**config.mk**
```make
export PLATFORM = sky130hd
export DESIGN_NAME = demux_dispatcher_flat
export DESIGN_NICKNAME = d
export VERILOG_FILES = /design/src/rtl/demux_dispatcher_if.sv /design/src/rtl/demux_dispatcher.sv /design/src/flat_wrapper.sv
export SDC_FILE = /design/constraint.sdc
export NUM_CORES = 1
export LEC_CHECK = 0
export BUFFER_PORTS_ARGS = -buffer_cell sky130_fd_sc_hd__buf_2
export CAP_MARGIN = 10
export CORE_ASPECT_RATIO = 2
export CORE_MARGIN = 2
export CORE_UTILIZATION = 51
export DETAILED_ROUTE_END_ITERATION = 8
export GPL_TIMING_DRIVEN = 0
export PLACE_DENSITY = 0.8
export SLEW_MARGIN = 30
export SYNTH_ARGS = -nofsm -noshare
export SYNTH_HDL_FRONTEND = slang
export SYNTH_SLANG_ARGS = --single-unit
export TNS_END_PERCENT = 30
```
**constraint.sdc**
```tcl
create_clock -name clock -period 2.1 [get_ports clock]
set_input_delay 0.315 -clock clock [delete_from_list [all_inputs] [get_ports clock]]
set_output_delay 0.315 -clock clock [all_outputs]
set_load 0.01 [all_outputs]
```
**src/rtl/demux_dispatcher_if.sv**
```systemverilog
// Handshake bundle between the operand source, the dispatcher and its N_CH consumers.
// The slave side is the dispatcher. The master side is the source together with the consumers.
interface demux_dispatcher_if #(
    parameter int WIDTH = 16,
    parameter int N_CH  = 6,
    parameter int SEL_W = 3,
    parameter int CNT_W = 8
);
    logic [SEL_W-1:0]      op;
    logic                  broadcast;
    logic [WIDTH-1:0]      entrada;
    logic                  entrada_valid;
    logic                  entrada_ready;
    logic [N_CH*WIDTH-1:0] saida;
    logic [N_CH-1:0]       saida_valid;
    logic [N_CH-1:0]       saida_ready;
    logic                  erro;
    logic [CNT_W-1:0]      drop_count;

    modport slave (
        input  op, broadcast, entrada, entrada_valid, saida_ready,
        output entrada_ready, saida, saida_valid, erro, drop_count
    );

    modport master (
        output op, broadcast, entrada, entrada_valid, saida_ready,
        input  entrada_ready, saida, saida_valid, erro, drop_count
    );
endinterface

```
**src/rtl/demux_dispatcher.sv**
```systemverilog
// Registered 1-to-N operand demux. Each channel has a one-entry slot, so a stalled consumer
// blocks only the traffic addressed to it. Also provides broadcast and drop accounting for bad selects.
module demux_dispatcher #(
    parameter int WIDTH = 16,
    parameter int N_CH  = 6,
    parameter int SEL_W = 3,
    parameter int CNT_W = 8
) (
    input  logic clock,
    input  logic reset,
    demux_dispatcher_if.slave bus
);
    localparam logic [SEL_W:0] N_CH_L = (SEL_W+1)'(N_CH);

    logic [N_CH-1:0][WIDTH-1:0] data_q, data_d;
    logic [N_CH-1:0]            valid_q, valid_d;
    logic                       erro_q, erro_d;
    logic [CNT_W-1:0]           cnt_q, cnt_d;

    logic [N_CH-1:0] free, load;
    logic            out_of_range, sel_free, ready, xfer;

    always_comb begin
        free         = ~valid_q | bus.saida_ready;
        out_of_range = !bus.broadcast && ({1'b0, bus.op} >= N_CH_L);
        sel_free     = 1'b0;
        for (int i = 0; i < N_CH; i++)
            if (bus.op == SEL_W'(i)) sel_free = free[i];

        if (bus.broadcast)   ready = &free;
        else if (out_of_range) ready = 1'b1;
        else                 ready = sel_free;

        xfer = bus.entrada_valid && ready;

        for (int i = 0; i < N_CH; i++)
            load[i] = xfer && (bus.broadcast || (!out_of_range && bus.op == SEL_W'(i)));

        // A reload on the same edge as a drain keeps the slot valid, giving one transfer per cycle per channel.
        valid_d = load | (valid_q & ~bus.saida_ready);
        data_d  = data_q;
        for (int i = 0; i < N_CH; i++)
            if (load[i]) data_d[i] = bus.entrada;

        erro_d = xfer && out_of_range;
        cnt_d  = cnt_q;
        if (erro_d && cnt_q != {CNT_W{1'b1}}) cnt_d = cnt_q + 1'b1;
    end

    always_ff @(posedge clock) begin
        if (reset) begin
            data_q  <= '0;
            valid_q <= '0;
            erro_q  <= 1'b0;
            cnt_q   <= '0;
        end else begin
            data_q  <= data_d;
            valid_q <= valid_d;
            erro_q  <= erro_d;
            cnt_q   <= cnt_d;
        end
    end

    assign bus.entrada_ready = ready;
    assign bus.saida         = data_q;
    assign bus.saida_valid   = valid_q;
    assign bus.erro          = erro_q;
    assign bus.drop_count    = cnt_q;
endmodule

```
**src/flat_wrapper.sv**
```systemverilog
// flat-port wrapper written by rule: the top's interface ports become plain ports
module demux_dispatcher_flat 
#(
    parameter int WIDTH = 16,
    parameter int N_CH  = 6,
    parameter int SEL_W = 3,
    parameter int CNT_W = 8
)
  (clock, reset, bus_op, bus_broadcast, bus_entrada, bus_entrada_valid, bus_saida_ready, bus_entrada_ready, bus_saida, bus_saida_valid, bus_erro, bus_drop_count);
  demux_dispatcher_if #(.WIDTH(WIDTH), .N_CH(N_CH), .SEL_W(SEL_W), .CNT_W(CNT_W)) bus_i ();
  input  logic clock;
  input  logic reset;
  input wire logic [$bits(bus_i.op)-1:0] bus_op;
  input wire logic [$bits(bus_i.broadcast)-1:0] bus_broadcast;
  input wire logic [$bits(bus_i.entrada)-1:0] bus_entrada;
  input wire logic [$bits(bus_i.entrada_valid)-1:0] bus_entrada_valid;
  input wire logic [$bits(bus_i.saida_ready)-1:0] bus_saida_ready;
  output wire logic [$bits(bus_i.entrada_ready)-1:0] bus_entrada_ready;
  output wire logic [$bits(bus_i.saida)-1:0] bus_saida;
  output wire logic [$bits(bus_i.saida_valid)-1:0] bus_saida_valid;
  output wire logic [$bits(bus_i.erro)-1:0] bus_erro;
  output wire logic [$bits(bus_i.drop_count)-1:0] bus_drop_count;
  assign bus_i.op = bus_op;
  assign bus_i.broadcast = bus_broadcast;
  assign bus_i.entrada = bus_entrada;
  assign bus_i.entrada_valid = bus_entrada_valid;
  assign bus_i.saida_ready = bus_saida_ready;
  assign bus_entrada_ready = bus_i.entrada_ready;
  assign bus_saida = bus_i.saida;
  assign bus_saida_valid = bus_i.saida_valid;
  assign bus_erro = bus_i.erro;
  assign bus_drop_count = bus_i.drop_count;
  demux_dispatcher #(.WIDTH(WIDTH), .N_CH(N_CH), .SEL_W(SEL_W), .CNT_W(CNT_W)) u_core (.clock(clock), .reset(reset), .bus(bus_i));
endmodule
```
# [Word-level counts from Yosys, hierarchy flattened]
# Index checks and enable logic that the tools add are counted.
[op_classes] addsub=1 order_cmp=1 reduce_logical=26 muxes=8 eq_ne=6 bitwise=5
[ops] operator="$logic_and 1x1->1" count=16
[ops] operator="$not 6->6" count=2
[ops] operator="$or 6x6->6" count=2
[ops] operator="$add 8x1->8 const B" count=1
[ops] operator="$mux 1" count=8
[ops] operator="$ne 8x8->1 const B" count=1
[ops] operator="$and 6x6->6" count=1
[ops] operator="$eq 3x2->1 const B" count=2
[ops] operator="$eq 3x3->1 const B" count=2
[ops] operator="$logic_or 1x1->1" count=6
[ops] operator="$reduce_and 6->1" count=1
[ops] operator="$eq 3x1->1 const B" count=1
[ops] operator="$ge 3x3->1 const B" count=1
[ops] operator="$logic_not 3->1" count=1
[ops] operator="$logic_not 1->1" count=2
[word_totals] elab_cells=56 regBits=111

# [Logic depth before layout (Yosys ltp)]
# Gate-level depths: netlist (run 1).
[logic_depth] depth_word=13 ltp_mapped=6

# [Worst setup path before layout (run 1)]
# OpenSTA, ideal clock, no wires.
[synth_timing] kind="in2reg" from="input port bus_saida_ready[3]" to="register u_core.data_q, in the netlist u_core.bus.saida[10]" path_slack_ns=0.350 path_buffers=2 t_arrival_ns=1.679 cell_stages=6 setup_ns=0.072 cell_sequence="nand2b_1 > and4_1 > buf_2 > a21oi_2 > buf_4 > mux2i_1"
[synth_via] elab_chain_len=8
[synth_rtl] element="from (decl)" line="flat_wrapper.sv:17" text="input wire logic [$bits(bus_i.saida_ready)-1:0] bus_saida_ready;"
[synth_rtl] element="$or 6x6->6 (*)" line="demux_dispatcher.sv:24" text="free = ~valid_q | bus.saida_ready;"
[synth_rtl] element="$mux 1 (3 in series)" line="demux_dispatcher.sv:28" text="if (bus.op == SEL_W'(i)) sel_free = free[i];"
[synth_rtl] element="$mux 1" line="demux_dispatcher.sv:31" text="else if (out_of_range) ready = 1'b1;"
[synth_rtl] element="$mux 1 (*)" line="demux_dispatcher.sv:30" text="if (bus.broadcast) ready = &free;"
[synth_rtl] element="$logic_and 1x1->1 (*)" line="demux_dispatcher.sv:34" text="xfer = bus.entrada_valid && ready;"
[synth_rtl] element="$logic_and 1x1->1 (*)" line="demux_dispatcher.sv:37" text="load[i] = xfer && (bus.broadcast || (!out_of_range && bus.op == SEL_W'(i)));"
[synth_rtl] element="to (signal assigned)" line="demux_dispatcher.sv:57" text="data_q <= data_d;"
[synth_rtl] element="to (decl)" line="demux_dispatcher.sv:15" text="logic [N_CH-1:0][WIDTH-1:0] data_q, data_d;"
# Mark *: on every way between the ends. The rest lies on a longest branch, timed or not.
# A chain may end at the register's enable or synchronous reset.

# [Worst setup path after layout (run 1)]
[layout_timing] from="register u_core.valid_q[5] (netlist: u_core.bus.saida_valid[5])" to="register u_core.data_q, in the netlist u_core.bus.saida[47]"
[layout_via] elab_chain_len=7
[layout_rtl] element="from (decl)" line="demux_dispatcher.sv:16" text="logic [N_CH-1:0] valid_q, valid_d;"
[layout_rtl] element="from (signal assigned)" line="demux_dispatcher.sv:58" text="valid_q <= valid_d;"
[layout_rtl] element="$not 6->6 (*)" line="demux_dispatcher.sv:24"
[layout_rtl] element="$or 6x6->6 (*)" line="demux_dispatcher.sv:24"
[layout_rtl] element="$mux 1" line="demux_dispatcher.sv:28"
[layout_rtl] element="$mux 1" line="demux_dispatcher.sv:31"
[layout_rtl] element="$mux 1 (*)" line="demux_dispatcher.sv:30"
[layout_rtl] element="$logic_and 1x1->1 (*)" line="demux_dispatcher.sv:34"
[layout_rtl] element="$logic_and 1x1->1 (*)" line="demux_dispatcher.sv:37"
# Marked as above.

==> flow_summary.toml, run 1 <==
[logic_synthesis]
synth_cell_type_count = 34
synth_warnings = 0
syn_nets = 447
synth-seq-area-share = 0.491
synth_area_um2 = 4530
syn_inst = 417
yosys_register_bits = 111
avgSynthCellArea_um2 = 10.9

[pwr]
power_frac_clock = 0.354
share_comb_of_total_power = 0.150
p_int_mw = 3.38
ir_worst_vdd_mv = 0.622
p_switching_mw = 1.27
p_leak_nw = 2.97
p_seq_frac = 0.496
p_per_area_nw_per_um2 = 818
switching_share = 0.274
power.total_mw = 4.66

[worst_setup_path]
crit_type = "reg2reg"
endpoint_kind = "register"
r2r-start = "u_core.bus.saida_valid[5]$_SDFF_PP0_"
slowest_stage = "a21oi_2"
r2r_cells = 5
worst_setup_path_startpoint = "u_core.bus.saida_valid[5]$_SDFF_PP0_"
cp_top_family = "simple AND/OR/NAND/NOR gates"
crit_buf_inv = 1
worstPathCellList = "nor2b_1, nor4_4, a21oi_2, buf_4, mux2i_1"
reg2reg_to = "u_core.bus.saida[47]$_SDFFE_PP0P_"
critPathRequiredTime_ps = 2370
arrival_ps = 2440
path_max_fanout = 10
max_stage_delay_ps = 570
ff2ff_setup_slack_ps = -80
start_kind = "register"

[clock_network]
hold_buffers = 0
ctsRootBufferMaster = "clkbuf_16"
cts_tree = "done"
clkLatencyLatePin_ps = 350
cts.clk_slew.worst_paths_ps = 80
clock_path_buffers = 2
clkSinkCount = 111
cts_max_level = 3
cts_buffers = 9

[floorplanning]
die_area_um2 = 9690
start_util = 0.523
coreArea_um2 = 8650
die_x_um = 70.6
die_h_um = 137
rows = 48
io_pins = 141

[worst_hold_path]
hp-class = "in2reg"
hold_start = "bus_saida_ready[4]"
hold_end = "u_core.bus.saida_valid[4]$_SDFF_PP0_"
hold_path_depth = 3

[cells_and_area]
nNetsFinal = 599
final_cell_mix = "buf_2, nand2b_1, dfxtp_1"
mostFrequentLayoutCell = "buf_2"
final_layout_size_suffix_gt1_frac = 0.310
antennaDiodeCount = 0
syn_to_final_growth_pct = 25.8

[global_routing]
grt_pass1_vias = 3633
grt_first_pass_wirelength_mm = 18.4
grt_max_degree = 21
track_usage = 0.250
antenna_found_initial = 0
overflow = 0

[timing]
rsz0062_at_grt = "yes"
fin_skew_ps = 15.4
clock.fmax_mhz = 459
fin_ws_ps = -78.1
slew_headroom = 0.571
slew_viol_final = 0
fin_crit_sh = 1.04
tightest_slew_ps = 643
finalSetupViolCount = 31
hold-worst-slack_ps = 304
finalHoldViolations = 0
finalCriticalPeriod_ps = 2180

[drt]
routedWlPerCell_um = 17.8
routed_via_density = 5.27
initialDrtViolationCount = 138
firstDrtPassIters = 4
ant_nets = 0
drc = 0
drt-total-wl_mm = 12.0
via_count = 3553

[run_status]
status = "complete, but fails checks"
violations = "setup timing"

[placed_design]
finalWeightedCongestion = 0.880
dp_hpwl_mm = 9.34
io_buffers = 138

[run]
drv_cap = 0
flip-flops by register name, indices dropped and copies added, names as in the netlist:
register / cells
u_core.bus.drop_count: 8
u_core.bus.erro: 1
u_core.bus.saida: 96
u_core.bus.saida_valid: 6
per-stage QoR:
| step | utilization | cells | setup TNS, ps | worst slack [ps] | instance area (µm²) |
|---|---|---|---|---|---|
| after floorplan | - | 417 | 0 | 350 | 4530 |
| after global placement | 0.618 | 655 | -1130 | -53.7 | 5340 |
| after detailed placement | 0.618 | 655 | -2240 | -118 | 5340 |
| after CTS | 0.656 | 672 | -308 | -57.5 | 5670 |
| after global routing | 0.658 | 674 | -3510 | -176 | 5690 |
| final | 0.658 | 674 | -1020 | -78.1 | 5690 |
routing by layer:
| metal | part of all wire | vias up | global-route usage |
|---|---|---|---|
| li1 | - | 1716 | - |
| met1 | 0.35 | 1684 | 0.243 |
| met2 | 0.56 | 128 | 0.481 |
| met3 | 0.053 | 25 | 0.0629 |
| met4 | 0.038 | 0 | 0.124 |
| met5 | 0 | - | 0 |
final cells by class:
type                       instances  area, µm²
buffer                            23        114
clock buffer                       9        225
clock inverter                     7       63.8
fill                             740       2950
inverter                           3       11.3
multi-input combinational        280       2220
sequential                       111       2220
tap                              100        125
timing repair buffer             141        713
power groups by stage:
stage / registers [mW] / clock network [mW] / logic (mW)
6_report: 2.31 / 1.65 / 0.699
5_1_grt: 2.32 / 1.74 / 0.752
2_1_floorplan: 2.41 / 0 / 0.358
3_3_place_gp: 2.35 / 0 / 0.670
3_5_place_dp: 2.36 / 0 / 0.684
4_1_cts: 2.31 / 1.67 / 0.700
tightest hold or removal path: stages:
cell      delay (ps)
buf_2            120
nand2b_1         110
a21oi_1           50
cells by family after synthesis:
group	share of synthesized area
compound gates	0.0293
xor+xnor	0.0116
fa+ha+maj	0.00276
buf+inv	0.0276
flops	0.491
mux	0.224
simple gates	0.214
synthesized netlist by cell type:
cell	count	share of area
nand2b_1	118	0.16
nand2_1	1	0.00083
or3b_2	1	0.0019
ha_1	1	0.0028
nand3_1	3	0.0033
nor2b_1	4	0.0055
inv_1	3	0.0025
and2_1	1	0.0014
and4_1	2	0.0039
nand4_1	2	0.0028
a21oi_1	6	0.0066
a31oi_1	1	0.0014
and4b_1	1	0.0022
mux2i_1	99	0.22
buf_6	1	0.0025
mux4_2	1	0.0050
and3_1	3	0.0041
nor4_4	1	0.0047
nor3_1	3	0.0033
xor2_1	6	0.012
o22ai_1	1	0.0014
o2111ai_1	2	0.0039
buf_4	5	0.0083
dfxtp_1	111	0.49
nor2_1	7	0.0058
nand3b_1	1	0.0017
a21oi_2	6	0.012
nor4b_1	1	0.0019
o21ai_0	1	0.0011
clkbuf_1	16	0.013
o211ai_1	2	0.0033
nor3b_1	2	0.0033
buf_2	1	0.0011
nor4_1	3	0.0041
worst max-delay path by stage:
stage	endpoint	slack (ps)	cells after the start
floorplan	u_core.bus.saida[10]$_SDFFE_PP0P_	350	6
global placement	u_core.bus.saida[91]$_SDFFE_PP0P_	-50	6
detailed placement	u_core.bus.saida[88]$_SDFFE_PP0P_	-120	6
CTS	bus_entrada_ready	-60	5
global route	bus_entrada_ready	-180	5
finish	u_core.bus.saida[47]$_SDFFE_PP0P_	-80	5
repair_timing:
action	4_1_cts	5_1_grt
gates cloned	0	0
gates resized for setup	7	3
setup endpoints to repair	26	41
setup buffers	1	2
pin swaps	2	2
Note: power is estimated with default switching activity, not from simulation.
==> inputs of run 2 (changes only) <==
- BUFFER_PORTS_ARGS: -buffer_cell sky130_fd_sc_hd__buf_2 -> -buffer_cell sky130_fd_sc_hd__buf_4
==> run 2 against run 1 <==
Net effect: the flow now finishes without violations; maximum frequency rose by 5.9%; design area up 6.5%; clock-buffer cell count is 2 higher; sequential cell count unchanged; routed wire length rose by 3.6%; sequential power hardly changed; sequential share of layout area down 2.4 points; final cell count shrank 0.30%; worst hold slack worse by 42 ps; via count increased by 0.20%; worst setup slack gained 120 ps.
==> flow_summary.toml, run 2 (synthesis results as in run 1) <==
[pwr]
p_per_area_nw_per_um2 = 821
p_leak_nw = 3.01
ir_worst_vdd_mv = 0.591

[worst_setup_path]
worst_setup_path_startpoint = "u_core.bus.saida_valid[0]$_SDFF_PP0_"
endpoint_kind = "register"
start_kind = "register"
slowest_stage = "a21oi_2"
cp_top_family = "compound AO/OA/AOI/OAI gates"
path_max_fanout = 10
crit_buf_inv = 2
max_stage_delay_ps = 520
arrival_ps = 2330
critPathRequiredTime_ps = 2370
crit_type = "reg2reg"
r2r-start = "u_core.bus.saida_valid[0]$_SDFF_PP0_"
worstPathCellList = "nor2b_2, nor4_4, buf_12, a21oi_2, buf_4, mux2i_1"

[cells_and_area]
mostFrequentLayoutCell = "buf_4"
nNetsFinal = 597
largest_reg_flops = 96
final_cell_count_no_fill = 672
final_cell_mix = "buf_4, nand2b_1, dfxtp_1"
fill_cells = 656
final_layout_size_suffix_gt1_frac = 0.306
final_cell_area_um2 = 6060
syn_to_final_growth_pct = 34.0
antennaDiodeCount = 0
utilization = 0.701

[floorplanning]
die_area_um2 = 9690
rows = 48
io_pins = 141
die_x_um = 70.6
start_util = 0.523
coreArea_um2 = 8650
die_h_um = 137

[placed_design]
dp_hpwl_mm = 9.55
finalWeightedCongestion = 0.943
dpl_cell_area_um2 = 5690
dpl.cell_count = 655
io_buffers = 138

[global_routing]
grt_first_pass_wirelength_mm = 19.1
overflow = 0
track_usage = 0.259
antenna_found_initial = 0
grt_max_degree = 18
grt_pass1_vias = 3699

[timing]
finalSetupViolCount = 0
finalCriticalPeriod_ps = 2060
rsz0062_at_grt = "yes"
finalHoldViolations = 0
clock.fmax_mhz = 486
slew_viol_final = 0
tightest_slew_ps = 646
slew_headroom = 0.569
fin_crit_sh = 0.979
fin_skew_ps = 6.69
tns_ps = 0

[drt]
firstDrtPassIters = 4
drc = 0
initialDrtViolationCount = 142
routedWlPerCell_um = 18.5
via_count = 3560
ant_nets = 0
drt-total-wl_mm = 12.4
routed_via_density = 5.30

[clock_network]
cts_max_level = 3
clock_path_buffers = 2
cts_tree = "done"
cts.clk_slew.worst_paths_ps = 70
clkSinkCount = 111
clkLatencyLatePin_ps = 350
ctsRootBufferMaster = "clkbuf_16"
cts_buffers = 9

[worst_hold_path]
hp-class = "in2reg"
hold_start = "bus_saida_ready[5]"

[run]
drv_cap = 0

[run_status]
status = "finished clean"
## run 2: where the power goes
group / switching [mW] / internal (mW)
Sequential: 0.0829 / 2.24
Combinational: 0.382 / 0.398
Clock: 0.773 / 1.11
## run 2: routing by layer
layer	part of all wire	track usage
met5	0	0
met4	0.028	0.113
met3	0.046	0.0505
met2	0.58	0.515
met1	0.34	0.250
## run 2: worst paths after layout
kind / end / slack [ps] / depth (start not counted)
setup reg to reg: u_core.bus.saida[88]$_SDFFE_PP0P_ / 40 / 6
hold / removal: u_core.bus.saida_valid[5]$_SDFF_PP0_ / 260 / 4
setup / recovery: u_core.bus.saida[88]$_SDFFE_PP0P_ / 40 / 6
hold reg to reg: u_core.bus.saida[42]$_SDFFE_PP0P_ / 480 / 2
## run 2: what timing repair did
item | 4_1_cts | 5_1_grt
pin swaps | 2 | 0
gates resized for setup | 5 | 1
setup endpoints to repair | 11 | 34
hold buffers | 0 | 0
setup buffers | 1 | 0
## run 2: through the flow
stage	worst slack, ps	hold WS [ps]	total power [mW]
finish	44.0	262	4.98
global route	-66.5	280	5.12
CTS	54.8	251	4.99
detailed placement	-110	468	3.13
global placement	-53.8	462	3.11
floorplan	350	493	2.77
## run 2: tightest hold or removal path, delay by kind of cell
| kind | cells | cell delay, ps |
|---|---|---|
| AOI/OAI and AO/OA | 1 | 50 |
| buffers and inverters | 2 | 140 |
| and+or+nand+nor | 1 | 50 |
## run 2: area by class of cell
class / instances / area (µm²) / area share
multi-input cells: 280 / 2200 / 0.363
well taps: 100 / 125 / 0.0206
flip-flops and latches: 111 / 2220 / 0.366
inverters: 3 / 11.3 / 0.00186
clock buffers: 11 / 253 / 0.0417
repair buffers: 139 / 1060 / 0.174
plain buffers: 23 / 114 / 0.0188
clock inverters: 5 / 80.1 / 0.0132
==> inputs of run 3 (changes only) <==
- CORE_MARGIN: 2 -> unset
- CORE_UTILIZATION: 51 -> 55
- PLACE_DENSITY: 0.8 -> 0.85
- clock period: 2.1 -> 2.43 ns (I/O delays scaled with it)
==> run 3 against run 2 <==
Net effect: first-iteration DRC count up 11%; sequential power is 14% lower; routed wire length down 1.3%; sequential cell count unchanged; clock power decreased by 19%; global-route usage increased by 3.6 points; worst hold slack improved by 36 ps; critical endpoint is now bus_entrada_ready; largest cell class unchanged; largest power group unchanged; highest routed layer unchanged.
==> flow_summary.toml, run 3 (synthesis results as in run 1) <==
[worst_setup_path]
arrival_ps = 1880
reg2reg_to = "u_core.bus.saida[71]$_SDFFE_PP0P_"
r2r_cells = 5
critPathRequiredTime_ps = 2070
r2r-start = "u_core.bus.saida_valid[4]$_SDFF_PP0_"
crit_type = "reg2out"
path_max_fanout = 7
ff2ff_setup_slack_ps = 250
start_kind = "register"
endpoint_kind = "output pin"

[floorplanning]
coreArea_um2 = 7940
rows = 46
die_h_um = 130
die_x_um = 66.2
start_util = 0.570
io_pins = 141
die_area_um2 = 8620

[global_routing]
track_usage = 0.295
grt_max_degree = 17
antenna_found_initial = 0
overflow = 0
grt_pass1_vias = 3678
grt_first_pass_wirelength_mm = 18.5

[clock_network]
cts.clk_slew.worst_paths_ps = 70
cts_buffers = 9
clock_path_buffers = 2
cts_max_level = 3
cts_tree = "done"
cts_setup_buffers = 0
hold_buffers = 0
clkLatencyLatePin_ps = 350
ctsRootBufferMaster = "clkbuf_16"
clkSinkCount = 111
cts_resized = 0

[placed_design]
io_buffers = 138
dp_hpwl_mm = 9.46
finalWeightedCongestion = 0.926

[timing]
fin_skew_ps = 8.23
finalCriticalPeriod_ps = 2240
tightest_slew_ps = 666
fin_crit_sh = 0.922
slew_viol_final = 0
hold-worst-slack_ps = 298
slew_headroom = 0.556
finalHoldViolations = 0
finalSetupViolCount = 0
rsz0062_at_grt = "no"
tns_ps = 0
clock.fmax_mhz = 446

[drt]
initialDrtViolationCount = 157
drc = 0
ant_nets = 0
drt-total-wl_mm = 12.3
routedWlPerCell_um = 18.5
via_count = 3580
firstDrtPassIters = 4
routed_via_density = 5.38

[pwr]
p_per_area_nw_per_um2 = 700
p_leak_nw = 2.98
ir_worst_vdd_mv = 0.589

[worst_hold_path]
hp-class = "in2reg"
hold_end = "u_core.bus.saida_valid[4]$_SDFF_PP0_"
hold_path_depth = 3
hold_start = "bus_saida_ready[4]"

[cells_and_area]
mostFrequentLayoutCell = "buf_4"
nNetsFinal = 596
antennaDiodeCount = 0
final_layout_size_suffix_gt1_frac = 0.293
largest_reg_flops = 96
fill_cells = 586
final_cell_mix = "buf_4, nand2b_1, dfxtp_1"
syn_to_final_growth_pct = 32.2

[run_status]
status = "finished clean"

[run]
drv_cap = 0
==> run 3: final cells by class <==
class / instances / area [µm²] / area share
Clock buffer: 10 / 229 / 0.0383
Clock inverter: 4 / 72.6 / 0.0121
Tap cell: 96 / 120 / 0.0201
Timing Repair Buffer: 138 / 1040 / 0.173
Buffer: 23 / 114 / 0.0190
Multi-Input combinational cell: 280 / 2180 / 0.364
Inverter: 3 / 11.3 / 0.00188
Sequential cell: 111 / 2220 / 0.371
==> run 3: metal layers <==
metal	global-route usage	wire length, µm	up-vias
met2	0.584	7110	128
met4	0.133	373	0
met3	0.0699	682	28
li1	-	-	1704
met1	0.268	4110	1720
met5	0	0	-
==> run 3: critical path, stage by stage, from the launching register on <==
cell and delay [ps]:
dfxtp_1 330, nor2b_1 200, nor4_4 570, nand3_1 140, mux2i_1 160, buf_4 140
==> run 3: how the worst max path moves through the flow <==
stage,cells after the start,endpoint,startpoint
6_report,5,bus_entrada_ready,u_core.bus.saida_valid[4]$_SDFF_PP0_
3_5_place_dp,7,u_core.bus.saida[46]$_SDFFE_PP0P_,bus_saida_ready[3]
4_1_cts,5,bus_entrada_ready,u_core.bus.saida_valid[4]$_SDFF_PP0_
5_1_grt,5,bus_entrada_ready,u_core.bus.saida_valid[4]$_SDFF_PP0_
3_3_place_gp,7,u_core.bus.saida[46]$_SDFFE_PP0P_,bus_saida_ready[3]
2_1_floorplan,6,u_core.bus.saida[10]$_SDFFE_PP0P_,bus_saida_ready[3]
==> run 3: metrics by stage <==
step / std cells / utilization / power [mW] / setup WS [ps] / cell area [µm²]
after floorplan: 417 / - / 2.39 / 630 / 4530
after global placement: 651 / 0.716 / 2.69 / 249 / 5680
after detailed placement: 651 / 0.716 / 2.70 / 158 / 5680
after CTS: 665 / 0.753 / 4.21 / 169 / 5980
after global routing: 665 / 0.753 / 4.32 / 114 / 5980
final: 665 / 0.753 / 4.19 / 189 / 5980
==> run 3: power breakdown <==
group	total, mW	internal (mW)	switching (mW)
combinational	0.660	0.333	0.327
clock	1.53	0.891	0.635
sequential	2.00	1.93	0.0698
